File: config.mk
export PLATFORM = sky130hd
export DESIGN_NAME = chad_cop
export DESIGN_NICKNAME = d
export VERILOG_FILES = /design/src/rtl/chad_cop_pkg.sv /design/src/rtl/chad_cop.sv
export SDC_FILE = /design/constraint.sdc
export NUM_CORES = 1
export LEC_CHECK = 0
export CAP_MARGIN = 20
export CORE_MARGIN = 4
export CORE_UTILIZATION = 45
export CTS_BUF_LIST = sky130_fd_sc_hd__clkbuf_4
export CTS_CLUSTER_SIZE = 20
export DETAILED_ROUTE_END_ITERATION = 10
export PLACE_DENSITY = 0.66
export SLEW_MARGIN = 20
export SYNTH_ARGS = -nofsm -noshare
export SYNTH_HDL_FRONTEND = slang
export SYNTH_SLANG_ARGS = --single-unit
File: constraint.sdc
create_clock -name clk -period 5.9 [get_ports clk]
set_input_delay 1.18 -clock clk [delete_from_list [all_inputs] [get_ports clk]]
set_output_delay 1.18 -clock clk [all_outputs]
set_load 0.03 [all_outputs]
File: src/rtl/chad_cop_pkg.sv
// Shared constants for the chad coprocessor: select codes, FSM encoding
// and the core opcode that reads the coprocessor result.
package chad_cop_pkg;

    localparam logic [2:0] COP_MUL  = 3'b000;
    localparam logic [2:0] COP_DIV  = 3'b001;
    localparam logic [2:0] COP_RDHI = 3'b010;
    localparam logic [2:0] COP_RDLO = 3'b011;
    localparam logic [2:0] COP_RDST = 3'b100;

    localparam logic [1:0] ST_IDLE = 2'd0;
    localparam logic [1:0] ST_MUL  = 2'd1;
    localparam logic [1:0] ST_DIV  = 2'd2;

    localparam logic [6:0] COP_RD_OPCODE = 7'b0010000;

endpackage

File: src/rtl/chad_cop.sv
// Iterative unsigned multiply/divide coprocessor for the chad core.
// Runs in the background and stalls the core only when it needs a result early.
module chad_cop
    import chad_cop_pkg::*;
#(
    parameter int unsigned WIDTH = 18
) (
    input  logic             clk,
    input  logic             resetq,
    input  logic             hold,
    input  logic [15:0]      insn,
    input  logic             copgo,
    input  logic [WIDTH-1:0] copa,
    input  logic [WIDTH-1:0] copb,
    input  logic [WIDTH-1:0] copc,
    output logic [WIDTH-1:0] cop,
    output logic             stall,
    output logic             busy
);

    localparam int unsigned CW = $clog2(WIDTH + 1);

    logic [1:0]       state;
    logic [WIDTH-1:0] hi;
    logic [WIDTH-1:0] lo;
    logic [WIDTH-1:0] opnd;
    logic [CW-1:0]    cnt;
    logic             ovf;

    logic             accept;
    logic             rdcop;
    logic [2:0]       sel;
    logic             sub;
    logic [WIDTH:0]   rem_sh;
    logic [WIDTH:0]   add_a;
    logic [WIDTH:0]   add_b;
    logic [WIDTH+1:0] add_s;
    logic [WIDTH:0]   hsum;
    logic             geq;
    logic [WIDTH-1:0] hi_n;
    logic [WIDTH-1:0] lo_n;

    assign busy   = (state != ST_IDLE);
    assign rdcop  = (insn[15:9] == COP_RD_OPCODE);
    assign stall  = busy & (copgo | rdcop);
    assign sel    = insn[2:0];
    assign accept = copgo & ~hold & ~busy;

    // One WIDTH+1-bit adder: adds MCAND for MUL, subtracts DVSR for DIV.
    // For subtraction the extra top bit of add_s is the no-borrow flag (r >= DVSR).
    assign sub    = (state == ST_DIV);
    assign rem_sh = {hi, lo[WIDTH-1]};
    assign add_a  = sub ? rem_sh : {1'b0, hi};
    assign add_b  = {1'b0, opnd} ^ {(WIDTH + 1){sub}};
    assign add_s  = {1'b0, add_a} + {1'b0, add_b} + {{(WIDTH + 1){1'b0}}, sub};
    assign geq    = add_s[WIDTH+1];

    always_comb begin
        hsum = '0;
        hi_n = hi;
        lo_n = lo;
        if (sub) begin
            hi_n = geq ? add_s[WIDTH-1:0] : rem_sh[WIDTH-1:0];
            lo_n = {lo[WIDTH-2:0], geq};
        end else begin
            hsum = lo[0] ? add_s[WIDTH:0] : {1'b0, hi};
            hi_n = hsum[WIDTH:1];
            lo_n = {hsum[0], lo[WIDTH-1:1]};
        end
    end

    always_ff @(posedge clk or negedge resetq) begin
        if (!resetq) begin
            state <= ST_IDLE;
            hi    <= '0;
            lo    <= '0;
            opnd  <= '0;
            cnt   <= '0;
            ovf   <= 1'b0;
            cop   <= '0;
        end else begin
            case (state)
                ST_IDLE: begin
                    if (accept) begin
                        case (sel)
                            COP_MUL: begin
                                lo    <= copa;
                                hi    <= '0;
                                opnd  <= copb;
                                cnt   <= CW'(WIDTH);
                                state <= ST_MUL;
                            end
                            COP_DIV: begin
                                if (copc >= copa) begin
                                    hi  <= '1;
                                    lo  <= '1;
                                    cop <= '1;
                                    ovf <= 1'b1;
                                end else begin
                                    ovf   <= 1'b0;
                                    hi    <= copc;
                                    lo    <= copb;
                                    opnd  <= copa;
                                    cnt   <= CW'(WIDTH);
                                    state <= ST_DIV;
                                end
                            end
                            COP_RDHI: cop <= hi;
                            COP_RDLO: cop <= lo;
                            COP_RDST: cop <= {{(WIDTH - 1){1'b0}}, ovf};
                            default: ;
                        endcase
                    end
                end
                ST_MUL, ST_DIV: begin
                    hi  <= hi_n;
                    lo  <= lo_n;
                    cnt <= cnt - CW'(1);
                    if (cnt == CW'(1)) begin
                        state <= ST_IDLE;
                        cop   <= lo_n;
                    end
                end
                default: state <= ST_IDLE;
            endcase
        end
    end

endmodule

* Word-level counts from Yosys, hierarchy flattened
Cells that the tools add are included.
** Word-level totals
- Register bits after elaboration :: 80
- Latch bits :: 0
- RAM bits :: 0
- Memory bits (read-only) :: 0
- Input port bits :: 74
- Output and inout bits :: 20
- Word-level logic and storage cells :: 75
- Memories kept :: 0
** Cells by class
- Add/subtract/negate cells :: 3
- $mul :: 0
- Divide/modulo/power cells :: 0
- $lt $le $gt $ge :: 1
- Equality and inequality tests :: 15
- Shifts and indexed selects :: 0
- Muxes and demuxes :: 30
- Bitwise gates (word level) :: 7
- Reduce and logical (&&, ||, !) cells :: 12
** Operators with widths (number)
- one-hot mux 18 bit (2 select lines) :: 6
- 2-to-1 mux 18 bit :: 11
- one-hot mux 18 bit (4 select lines) :: 1
- 2-to-1 mux 19 bit :: 2
- adder 19 x 19 -> 20 bit :: 1
- adder 20 x 1 -> 20 bit :: 1
- one-hot mux 5 bit (2 select lines) :: 2
- bitwise XOR 18 x 19 -> 19 bit :: 1
- >= comparator 18 bit :: 1
- AND reduction 4 bit :: 3
- 2-to-1 mux 5 bit :: 2
- one-hot mux 2 bit (2 select lines) :: 2
- equality test 7 x 5 -> 1 bit (second input constant) :: 1
- equality test 3 x 2 -> 1 bit (second input constant) :: 2
- 2-to-1 mux 2 bit :: 3
- != test 2 bit (second input constant) :: 3
- != test 3 bit (second input constant) :: 2
- AND reduction 3 bit :: 2
- nonzero test 2 bit :: 3
- equality test 5 x 1 -> 1 bit (second input constant) :: 1
- != test 5 x 1 -> 1 bit (second input constant) :: 1
- AND reduction 5 bit :: 1
- subtractor 5 x 1 -> 5 bit (second input constant) :: 1
- bitwise AND 1 bit :: 3
- 11 further kinds :: 12

* Logic depth before layout (Yosys ltp)
- Word-level depth :: 8
- Gate-level depth with buffers :: 19
- Mapped depth without buffers :: 13

* Worst setup path after synthesis
Ideal clock, no wire load.
- Kind :: register to register
- From :: register state[0]
- To :: register hi[7]
- Setup time :: 134 ps
- Data arrival time :: 3777 ps
- Data required time :: 5766 ps
- Path slack :: 1989 ps
- Cell stages (with the launch flop) :: 18
- Path buffers :: 6
- Clock period less this slack :: 3911 ps
- Cells stage by stage :: dfrtp_1 inv_1 ha_1 buf_2 buf_1 buf_1 clkbuf_1 o21ai_0 ha_1 clkbuf_2 a21oi_1 o211ai_1 nor2_1 a211oi_1 buf_4 mux2_2 a21oi_1 o211ai_1
** On the way
- Longest elaborated chain between the ends :: 7
- Elaborated cells on any way between the ends :: 19
- Those cells by class :: add/sub (2); eq/ne (4); mux (5); bitwise (3); reduce/logical (5)
** Ends and longest elaborated chain
- from (decl) :: line chad_cop.sv:23 : logic [1:0] state;
- from (signal assigned) :: line chad_cop.sv:74 : state <= ST_IDLE;
- from (signal assigned) :: line chad_cop.sv:91 : state <= ST_MUL;
- from (signal assigned) :: line chad_cop.sv:105 : state <= ST_DIV;
- equality test 2 bit :: line chad_cop.sv:51, chad_cop.sv:82
- 2-to-1 mux 19 bit or bitwise XOR 18 x 19 -> 19 bit (tied branches) :: line chad_cop.sv:53, chad_cop.sv:54
- adder 19 x 19 -> 20 bit :: line chad_cop.sv:55 : assign add_s = {1'b0, add_a} + {1'b0, add_b} + {{(WIDTH + 1){1'b0}}, sub};
- adder 20 x 1 -> 20 bit :: line chad_cop.sv:55
- 2-to-1 mux 19 bit or 2-to-1 mux 18 bit (tied branches) :: line chad_cop.sv:66, chad_cop.sv:63
- 2-to-1 mux 18 bit :: line chad_cop.sv:62 : if (sub) begin
- one-hot mux 18 bit (2 select lines) :: line chad_cop.sv:82 : case (state)
- to (signal assigned) :: line chad_cop.sv:101 : hi <= copc;
- to (signal assigned) :: line chad_cop.sv:116 : hi <= hi_n;
- to (decl) :: line chad_cop.sv:24 : logic [WIDTH-1:0] hi;
Parallel ways exist; a longest one is shown, timed or not.
A chain may end at the register's enable or synchronous reset.

* Worst setup path in the final report
- From :: register state[0]
- To :: register hi[15]
Same word-level chain as after synthesis.

==> run_results.csv <==
group,metric,value,unit
worst_setup_path,crit_required,6280,ps
cts,root_buffer,"clkbuf_4",
sta,timing.final.crit_share,0.712,
synthesis,ys_warn_count,0,
finish,area_delta_synth_final,16.2,%
finish,n_antenna_cell,0,
finish,final_util,0.532,
cts,clock_path_buffers,2,
synthesis,synth_common_cells,"nand2_1 (129), dfrtp_1 (80), nor2_1 (75)",
finish,finish.net_count,1017,
floorplanning,fp.dieW,132,microns
synthesis,yosys.area.top_type,"dfrtp_1",
finish,nFillCells,1489,
synthesis,ys_async_sr_fraction,1.00,
worst_setup_path,reg2regPathDepth,13,
pwr,power.density,702,nW/um^2
worst_setup_path,r2r-start,"state[0]",
drt,viasPerCell,5.91,
grt,track_usage,0.232,
sta,clock.fmax,238,MHz
synthesis,synth_area_leaders,"dfrtp_1 (29%), mux2_2 (9.5%), ha_1 (7.4%)",
worst_setup_path,regToRegEndpoint,"hi[15]",
hold_path,hold_depth,1,
cts,clock_latency,440,ps
worst_setup_path,arrival,4580,ps
status,outcome,"finished, final reports clean",
sta,finalSetupViolCount,0,
synthesis,syn-num-nets,961,
sta,worst_pin_slew,1160,ps
grt,grt_overflow_total,0,
synthesis,seq_area_frac_synth,0.290,
cts,numClockSinks,80,
job,drv_cap,0,
drt,first_pass_iters,5,
cts,cts_tree,"yes",
hold_path,min_to,"cop[3]",
drt,ant_nets,0,
synthesis,ys_seq_elements,80,
synthesis,ys.flop_type,"dfrtp_1",
worst_setup_path,path_max_fanout,27,
floorplanning,dieHeight,132,microns
sta,relSlewSlack,0.222,
synthesis,synthCells,845,
hold_path,min_path_type,"register to register",
drt,via_count,6466,
synthesis,syn_avg_cell_area,8.17,sq um
sta,hold_viol_final,0,
worst_setup_path,crit_type,"register to register",
placed_design,place_congestion,0.878,
synthesis,synth.distinct_cells,69,
pwr,peakVddDrop,0.000334,V
drt,drc,0,
floorplanning,core,15100,sq um
sta,tns,0,ps
floorplanning,die-area,17400,sq um
grt,grt_pass1_vias,6318,
worst_setup_path,cp-start-kind,"register",
hold_path,min_from,"cop[3]",
sta,fin_crit,4200,ps
cts,cts_made_buffers,9,
synthesis,synth_most_common_cell,"nand2_1",
placed_design,dpl.hpwl,15.3,mm
grt,antenna_found_initial,0,
pwr,leakage,0.00339,uW
floorplanning,start_util,0.458,
worst_setup_path,cp-end-kind,"register",
grt,grt_pass1_wl,33.3,mm
worst_setup_path,reg2reg_setup_slack,1700,ps
sta,slew_violations,0,
synthesis,synth-edff-count,0,
cts,postCtsSetupBuffers,0,
cts,postCtsResizedCells,0,
drt,wl_per_cell,18.7,microns
grt,grt_max_degree,75,
sta,rsz0062_at_grt,"no",
sta,skew,24.7,ps
cts,htreeDepth,3,
floorplanning,rows,45,
placed_design,io_buffer_count,87,
floorplanning,ios,94,
drt,wirelength,20.4,mm
cts,hold_buffers,0,
cts,clk_transition_reported_paths,160,ps
drt,drt_iter0_drc,420,
finish,drive_gt1_frac,0.110,
synthesis,synth.top_cell.area_share,0.290,
synthesis,syn_area,6910,sq um
flip-flops by register name (all words and copies together) (netlist names):
register	cells
lo	18
cop	18
state	2
hi	18
ovf	1
opnd	18
cnt	5
final cells by class:
type | instances | area, sq um | share of cell area
tap | 188 | 235 | 0.0293
sequential | 80 | 2000 | 0.250
inverter | 37 | 139 | 0.0173
timing repair buffer | 99 | 978 | 0.122
multi-input combinational | 674 | 4550 | 0.568
clock buffer | 9 | 67.6 | 0.00842
clock inverter | 7 | 46.3 | 0.00577
placed cells by master (no fill, tap or decap), types with 3 or more instances in the layout:
| master | count |
|---|---|
| dfrtp_1 | 80 |
| inv_1 | 37 |
| o31ai_1 | 3 |
| clkdlybuf4s50_1 | 86 |
| a211oi_1 | 8 |
| o21ai_0 | 67 |
| nand2b_1 | 4 |
| mux2i_1 | 14 |
| a21o_1 | 6 |
| nor2b_1 | 6 |
| xnor2_1 | 12 |
| and2_1 | 4 |
| ha_1 | 40 |
| o221ai_1 | 18 |
| o211ai_1 | 16 |
| a21oi_1 | 41 |
| a211o_1 | 5 |
| xor2_1 | 22 |
| a221oi_1 | 4 |
| buf_4 | 12 |
| nor3_1 | 11 |
| clkbuf_4 | 9 |
| mux2_1 | 9 |
| nor2_1 | 75 |
| a31oi_1 | 43 |
| mux2_2 | 58 |
| nand3_1 | 18 |
| o21a_1 | 5 |
| and3_1 | 4 |
| nand2_1 | 129 |
kinds of logic (layout without fill, tap and decap cells):
logic type / count (synthesis) / after routing / synth area share
AO/OA/AOI/OAI: 252 / 252 / 0.240
multiplexers: 82 / 82 / 0.132
flip-flops: 80 / 80 / 0.290
adder cells (fa/ha/maj): 42 / 42 / 0.0772
buffers and inverters: 91 / 152 / 0.0538
XOR/XNOR: 34 / 34 / 0.0431
AND/OR/NAND/NOR: 264 / 264 / 0.165
critical path, stage by stage, from the launching register on:
cell	delay [ps]
dfrtp_1	410
inv_1	120
ha_2	660
buf_4	380
mux2_2	370
ha_1	400
o21ai_0	130
nor3_1	410
nand2_1	80
o21ai_0	480
xor2_1	260
mux2i_1	110
o211ai_1	170
o22a_1	160
stage by stage:
step	hold slack [ps]	total power, uW	instance area (sq um)	instances	worst slack [ps]
finish	518	5640	8020	1094	1700
CTS	516	5600	8000	1093	1690
global route	505	6180	8020	1094	1380
global placement	477	5260	7880	1077	1430
detailed placement	480	5280	7880	1077	1420
floorplan	449	4250	6910	845	1990
where the power goes:
part           internal (uW)  leakage [uW]  switching (uW)
registers                831      0.000942             289
clock network           86.8     0.0000602             213
logic                   1750       0.00238            2460
worst max path at each step:
stage,startpoint,endpoint,slack (ps),depth (start not counted)
after floorplan,state[0],hi[7],1990,17
after global placement,copa[8],lo[5],1430,11
after detailed placement,copa[9],lo[5],1420,10
after CTS,state[0],hi[7],1690,13
after global routing,state[0],hi[7],1380,13
final,state[0],hi[15],1700,13
metal layers:
layer  up-vias  wire [microns]  global-route usage
met2       207            9050               0.356
li1       3176               -                   -
met3        31            1130              0.0267
met1      3052            9770               0.342
met4         0             470              0.0729
met5         -               0                   0
No activity file was read; power rests on OpenSTA's default activity.
